`src/rtl/dram_cmd_sequencer.sv`:
```
// DRAM command timing stage: one command per cmd_req handshake, strobe then ack after T_x, plus refresh-interval timer.
// Optional row-state protocol checking is enabled by defining DRAM_SEQ_PROTOCOL_CHECK_EN.
module dram_cmd_sequencer #(
  parameter int T_RCD  = 3,
  parameter int T_CAS  = 2,
  parameter int T_RP   = 3,
  parameter int T_RFC  = 8,
  parameter int T_REFI = 780,
  parameter int CNT_W  = 10
) (
  input  logic       clk,
  input  logic       rst_b,
  input  logic       cmd_req,
  input  logic [1:0] cmd,
  output logic       cmd_ack,
  output logic       refresh_flag,
  output logic       refresh_miss,
  output logic       dram_act,
  output logic       dram_col,
  output logic       dram_ref,
  output logic       dram_pre,
  output logic       busy,
  output logic       protocol_err
);

  typedef enum logic [1:0] {S_IDLE, S_ISSUE, S_COUNT, S_RELEASE} state_t;

  localparam logic [1:0] CMD_ACT = 2'b00;
  localparam logic [1:0] CMD_COL = 2'b01;
  localparam logic [1:0] CMD_REF = 2'b10;
  localparam logic [1:0] CMD_PRE = 2'b11;

  localparam logic [CNT_W-1:0] LAT_ACT  = CNT_W'(T_RCD - 1);
  localparam logic [CNT_W-1:0] LAT_COL  = CNT_W'(T_CAS - 1);
  localparam logic [CNT_W-1:0] LAT_REF  = CNT_W'(T_RFC - 1);
  localparam logic [CNT_W-1:0] LAT_PRE  = CNT_W'(T_RP - 1);
  localparam logic [CNT_W-1:0] REFI_RLD = CNT_W'(T_REFI - 1);
  localparam logic [CNT_W-1:0] CNT_ONE  = CNT_W'(1);

  state_t           state_q, state_d;
  logic [1:0]       cmd_q, cmd_d;
  logic [CNT_W-1:0] lat_q, lat_d;
  logic [CNT_W-1:0] refi_q, refi_d;
  logic             ack_q, ack_d;
  logic             act_q, act_d, col_q, col_d, ref_q, ref_d, pre_q, pre_d;
  logic             busy_q, busy_d;
  logic             flag_q, flag_d, miss_q, miss_d;
  logic             expire, ref_ack;

  function automatic logic [CNT_W-1:0] lat_load(input logic [1:0] c);
    unique case (c)
      CMD_ACT: lat_load = LAT_ACT;
      CMD_COL: lat_load = LAT_COL;
      CMD_REF: lat_load = LAT_REF;
      default: lat_load = LAT_PRE;
    endcase
  endfunction

  always_ff @(posedge clk or posedge rst_b) begin
    if (rst_b) state_q <= S_IDLE;
    else       state_q <= state_d;
  end

  always_comb begin
    state_d = state_q;
    cmd_d   = cmd_q;
    lat_d   = lat_q;
    unique case (state_q)
      S_IDLE: begin
        if (cmd_req) begin
          state_d = S_ISSUE;
          cmd_d   = cmd;
        end
      end
      S_ISSUE: begin
        state_d = S_COUNT;
        lat_d   = lat_load(cmd_q);
      end
      S_COUNT: begin
        if (lat_q == '0) state_d = S_RELEASE;
        else             lat_d   = lat_q - CNT_ONE;
      end
      default: begin
        if (!cmd_req) state_d = S_IDLE;
      end
    endcase
  end

  // Outputs are registered from next-state values so each is visible in the cycle its state is.
  always_comb begin
    act_d   = (state_d == S_ISSUE) && (cmd_d == CMD_ACT);
    col_d   = (state_d == S_ISSUE) && (cmd_d == CMD_COL);
    ref_d   = (state_d == S_ISSUE) && (cmd_d == CMD_REF);
    pre_d   = (state_d == S_ISSUE) && (cmd_d == CMD_PRE);
    ack_d   = (state_d == S_COUNT) && (lat_d == '0);
    busy_d  = (state_d != S_IDLE);
    expire  = (refi_q == '0);
    refi_d  = expire ? REFI_RLD : refi_q - CNT_ONE;
    ref_ack = ack_d && (cmd_q == CMD_REF);
    // A refresh acked on the expiry edge served the pending request, so it is not a miss.
    flag_d  = expire | (flag_q & ~ref_ack);
    miss_d  = miss_q | (expire & flag_q & ~ref_ack);
  end

  always_ff @(posedge clk or posedge rst_b) begin
    if (rst_b) begin
      cmd_q  <= CMD_ACT;
      lat_q  <= '0;
      refi_q <= REFI_RLD;
      ack_q  <= 1'b0;
      act_q  <= 1'b0;
      col_q  <= 1'b0;
      ref_q  <= 1'b0;
      pre_q  <= 1'b0;
      busy_q <= 1'b0;
      flag_q <= 1'b0;
      miss_q <= 1'b0;
    end else begin
      cmd_q  <= cmd_d;
      lat_q  <= lat_d;
      refi_q <= refi_d;
      ack_q  <= ack_d;
      act_q  <= act_d;
      col_q  <= col_d;
      ref_q  <= ref_d;
      pre_q  <= pre_d;
      busy_q <= busy_d;
      flag_q <= flag_d;
      miss_q <= miss_d;
    end
  end

  assign cmd_ack      = ack_q;
  assign dram_act     = act_q;
  assign dram_col     = col_q;
  assign dram_ref     = ref_q;
  assign dram_pre     = pre_q;
  assign busy         = busy_q;
  assign refresh_flag = flag_q;
  assign refresh_miss = miss_q;

`ifdef DRAM_SEQ_PROTOCOL_CHECK_EN
  logic row_q, row_d, perr_q, perr_d;

  always_comb begin
    row_d  = row_q;
    perr_d = perr_q;
    if (state_q == S_IDLE && cmd_req) begin
      unique case (cmd)
        CMD_ACT: begin perr_d = perr_q | row_q;  row_d = 1'b1; end
        CMD_COL: begin perr_d = perr_q | ~row_q; end
        CMD_REF: begin perr_d = perr_q | row_q;  row_d = 1'b0; end
        default: begin row_d = 1'b0; end
      endcase
    end
  end

  always_ff @(posedge clk or posedge rst_b) begin
    if (rst_b) begin
      row_q  <= 1'b0;
      perr_q <= 1'b0;
    end else begin
      row_q  <= row_d;
      perr_q <= perr_d;
    end
  end

  assign protocol_err = perr_q;
`else
  assign protocol_err = 1'b0;
`endif

endmodule

```
`config.mk`:
```
export PLATFORM = sky130hd
export DESIGN_NAME = dram_cmd_sequencer
export DESIGN_NICKNAME = d
export VERILOG_FILES = /design/src/rtl/dram_cmd_sequencer.sv
export SDC_FILE = /design/constraint.sdc
export NUM_CORES = 1
export LEC_CHECK = 0
export BUFFER_PORTS_ARGS = -buffer_cell sky130_fd_sc_hd__buf_2
export CORE_MARGIN = 2
export CORE_UTILIZATION = 46
export DETAILED_ROUTE_END_ITERATION = 7
export PLACE_DENSITY_LB_ADDON = 0.08
export SYNTH_ARGS = -nofsm -noshare
export SYNTH_HDL_FRONTEND = slang
export SYNTH_SLANG_ARGS = --single-unit
```
`constraint.sdc`:
```
create_clock -name clk -period 3.28 [get_ports clk]
set_input_delay 0.492 -clock clk [delete_from_list [all_inputs] [get_ports clk]]
set_output_delay 0.492 -clock clk [all_outputs]
set_load 0.005 [all_outputs]
```
==> results_tabular.tex <==
\begin{tabular}{lr}
\hline
Metric & Value \\
\hline
\multicolumn{2}{l}{\textbf{Critical path}} \\
\quad Worst setup EP type & register \\
\quad Class of the most critical setup path & reg -> reg \\
\quad Maximum fanout count along the critical path & 6 \\
\quad R2r worst-path depth & 9 \\
\quad Reg-to-reg critical path endpoint & refresh\_miss \\
\quad Crit-path cells & inv\_1 > ha\_1 > or4b\_1 > o311a\_1 > a41o\_1 > or4\_4 > nor4\_4 > nand2\_1 > a31o\_1 \\
\quad Largest stage delay on the critical path & 530 ps \\
\quad Critical Path Start Type & register \\
\quad R2R Setup Slk & 230 ps \\
\quad Worst EP required & 3450 ps \\
\quad Critical-path top delay cell & sky130\_fd\_sc\_hd\_\_or4\_4 \\
\quad Arrival time of the worst setup path & 3210 ps \\
\quad Reg-to-reg critical path startpoint & state\_q[0] \\
\multicolumn{2}{l}{\textbf{Floorplanning}} \\
\quad Standard-cell row count & 22 \\
\quad Number of top-level pins & 14 \\
\quad Starting utilization of the core area & 0.4725 \\
\quad Die area & between 4000 and 5000 um\^{}2 \\
\quad Horiz. Die Dim & approximately 65 um \\
\quad Chip Height & 65.09 um \\
\quad Floorplan Core Area & 3633 um\^{}2 \\
\multicolumn{2}{l}{\textbf{Cells and area}} \\
\quad Count of fill cells added during filler insertion & 350 \\
\quad Final cell count without fillers & 243 \\
\quad Relative area change from synthesis to final layout & 15.01\% \\
\quad Footprint of the flip-flops and latches & 807.0 um\^{}2 \\
\quad Leading cell types in the layout, fill and taps excluded & sky130\_fd\_sc\_hd\_\_dfrtp\_1 (27), sky130\_fd\_sc\_hd\_\_nor2\_1 (17), sky130\_fd\_sc\_hd\_\_nand2\_1 (15) \\
\quad Final non-filler cell area & between 1500 and 2000 um\^{}2 \\
\quad Ant. Diodes & 0 \\
\quad Area occupied by multi-input gates & 838.3 um\^{}2 \\
\quad Leading cell type in the layout, fill and taps excluded & sky130\_fd\_sc\_hd\_\_dfrtp\_1 \\
\quad Nets & 208 \\
\quad Proportion of layout cells with a drive suffix above 1 & 0.1846 \\
\multicolumn{2}{l}{\textbf{Clock tree}} \\
\quad CTS sink cnt & 32 \\
\quad Buffer depth of the longest clock path & 2 \\
\quad Setup bufs post-CTS & 0 \\
\quad TritonCTS buffer count & 5 \\
\quad CTS resizes & 0 \\
\quad CTS tree & done \\
\quad Number of H-tree levels & 2 \\
\quad Quantity of hold-fixing buffers added after cts & 0 \\
\quad Worst skew pair latency & 270 ps \\
\quad CTS Root Cell & sky130\_fd\_sc\_hd\_\_clkbuf\_8 \\
\quad Clock transition at the registers of the reported paths & 60 ps \\
\multicolumn{2}{l}{\textbf{Logic synthesis}} \\
\quad Leading register cell type out of synthesis & sky130\_fd\_sc\_hd\_\_dfrtp\_1 \\
\quad Number of flops mapped to enable cells by yosys & 0 \\
\quad FF+latch count, synth & 32 \\
\quad Sequential cell area fraction in the yosys report & 0.4701 \\
\quad Net count after synthesis & 188 \\
\quad Post-synth ARST share & 1.000 \\
\quad Yosys cell types & 53 \\
\quad Yosys Warn Count & 0 \\
\quad Netlist area before placement & roughly 1700 um\^{}2 \\
\quad Post-synthesis cell count & 174 \\
\quad Post-Synthesis Mean Instance Area & slightly below 10 um\^{}2 \\
\multicolumn{2}{l}{\textbf{STA}} \\
\quad Clock skew & 4.481 ps \\
\quad Min Clock Period, post-route & just over 3000 ps \\
\quad WHS & 474.6 ps \\
\quad Setup repair after global routing missed its margin & no \\
\quad Slew at the pin with the worst max-slew slack & 1113 ps \\
\quad Sum of negative setup slack & 0 ps \\
\quad Final Cycle Share & 0.9285 \\
\quad Total of endpoints with negative setup slack in the final report & 0 \\
\quad Max-slew headroom & 0.2573 \\
\quad Number of failing hold endpoints at the final stage & 0 \\
\quad FMAX & 328.4 MHz \\
\quad Pins Over Slew Limit & 0 \\
\multicolumn{2}{l}{\textbf{Outcome}} \\
\quad Run status & completed \\
\multicolumn{2}{l}{\textbf{Global route}} \\
\quad Wire length of the first global-routing pass & 5.968 mm \\
\quad GR Util met3 & 0.03253 \\
\quad Most utilized layer in the global route result & met2 \\
\quad Met1 GRT Util & 0.2176 \\
\quad Pin count of the biggest net entering global routing & 31 \\
\quad Global routing usage on met2 & 0.3338 \\
\quad Gr ovfl total & 0 \\
\quad Overall fraction of global-route tracks in use & 0.1865 \\
\quad Antenna violations before repair & 0 \\
\quad Number of global-route vias before repair & approximately 1,400 \\
\multicolumn{2}{l}{\textbf{Route}} \\
\quad ANT nets after route & 0 \\
\quad DRT Wirelength & 3.504 mm \\
\quad Pre-antenna DRT Iters & 4 \\
\quad Vias per std cell & 5.506 \\
\quad Number of remaining DRC errors & 0 \\
\quad Violation count after the first detailed-routing iteration & between 70 and 80 \\
\quad Routed wire per std cell & 14.42 um \\
\quad Vias & around 1,300 \\
\multicolumn{2}{l}{\textbf{Place}} \\
\quad Placer congestion estimate & 0.8282 \\
\quad Post-DP HPWL & 2.635 mm \\
\quad Placed instance count & 235 \\
\quad Post-placement cell area & 1848 um\^{}2 \\
\quad Port Buf Inserts & 12 \\
\multicolumn{2}{l}{\textbf{Worst hold path}} \\
\quad Worst-case hold path end point & refi\_q[8] \\
\quad Hold WC Path Type & reg -> reg \\
\quad Critical hold path startpoint & refi\_q[8] \\
\quad Depth of the worst hold-timing path & 2 \\
\multicolumn{2}{l}{\textbf{Job}} \\
\quad Number of violations of the max-capacitance limit & 0 \\
\multicolumn{2}{l}{\textbf{Power}} \\
\quad P\_leak & between 0.0009 and 0.001 uW \\
\quad Power Dens Cells & 958.2 nW/um\^{}2 \\
\quad Worst vdd ir & 0.5654 mV \\
\hline
\end{tabular}
==> logic make-up (layout without fill, tap and decap cells) <==
group,after synthesis,in the layout,synth area share
muxes,3,3,0.01822
and+or+nand+nor,69,69,0.2216
DFF,32,32,0.4701
other,1,1,0.002184
buffers and inverters,18,39,0.04155
adders and majority gates,9,9,0.06560
AOI/OAI and AO/OA,36,36,0.1502
xor gates and xnor gates,6,6,0.03061
==> worst max-delay path by stage <==
stage	startpoint	endpoint	slack [ps]	cells after the start
final	state_q[0]	refresh_miss	230	9
after global routing	state_q[0]	refresh_miss	60	9
after CTS	state_q[0]	refresh_miss	230	9
after detailed placement	state_q[0]	refresh_miss	260	9
after global placement	state_q[0]	refresh_miss	340	9
after floorplan	state_q[0]	refresh_miss	400	9
==> metrics by stage <==
step | total power (uW) | setup WS (ps) | utilization
floorplan | 1250 | 401.9 | -
finish | 1892 | 234.5 | 0.5434
detailed placement | 1492 | 256.0 | 0.5086
global placement | 1475 | 337.6 | 0.5086
global route | 2049 | 61.63 | 0.5434
CTS | 1907 | 228.2 | 0.5434
==> state kept, by name (all words and copies together), names as in the netlist <==
register      cells
busy              1
cmd_ack           1
cmd_q             2
dram_act          1
dram_col          1
dram_pre          1
dram_ref          1
lat_q            10
refi_q           10
refresh_flag      1
refresh_miss      1
state_q           2
==> report_power, final <==
group | internal (uW) | switching, uW | leakage, uW
Clock | 268 | 134 | 0.0000645
Combinational | 384 | 523 | 0.000502
Sequential | 488 | 94.3 | 0.000394
Total | 1140 | 751 | 0.000960
==> Yosys cell counts (3+ instances only) <==
master,instances,area share
sky130_fd_sc_hd__nor3_1,5,0.015
sky130_fd_sc_hd__inv_1,13,0.028
sky130_fd_sc_hd__a21oi_1,8,0.023
sky130_fd_sc_hd__nand2b_1,6,0.022
sky130_fd_sc_hd__o21ai_0,6,0.017
sky130_fd_sc_hd__a211o_1,3,0.015
sky130_fd_sc_hd__dfrtp_1,27,0.39
sky130_fd_sc_hd__nor2_1,17,0.037
sky130_fd_sc_hd__xnor2_1,4,0.020
sky130_fd_sc_hd__dfstp_2,5,0.077
sky130_fd_sc_hd__nor4_1,3,0.011
sky130_fd_sc_hd__nand3_1,6,0.017
sky130_fd_sc_hd__nand2_1,15,0.033
sky130_fd_sc_hd__ha_1,9,0.066
==> critical path, delay by kind of cell (launching register included) <==
| kind | cells | cell delay (ps) |
|---|---|---|
| and+or+nand+nor | 4 | 1370 |
| adders and majority gates | 1 | 300 |
| buffers and inverters | 1 | 90 |
| DFF | 1 | 440 |
| AOI/OAI and AO/OA | 3 | 730 |
==> layer usage <==
layer,vias up,part of all wire,wire length (um)
li1,657,-,-
met1,654,0.44,1538
met2,21,0.52,1825
met3,6,0.026,92
met4,0,0.013,47
met5,-,0,0
==> final cells by class <==
| type | instances | area share |
|---|---|---|
| multi-input cells | 124 | 0.4246 |
| repair buffers | 15 | 0.04183 |
| clock inverters | 1 | 0.01521 |
| inverters | 16 | 0.03042 |
| flip-flops and latches | 32 | 0.4087 |
| well taps | 48 | 0.03042 |
| clock buffers | 7 | 0.04880 |
Note: power is estimated with default switching activity, not from simulation.
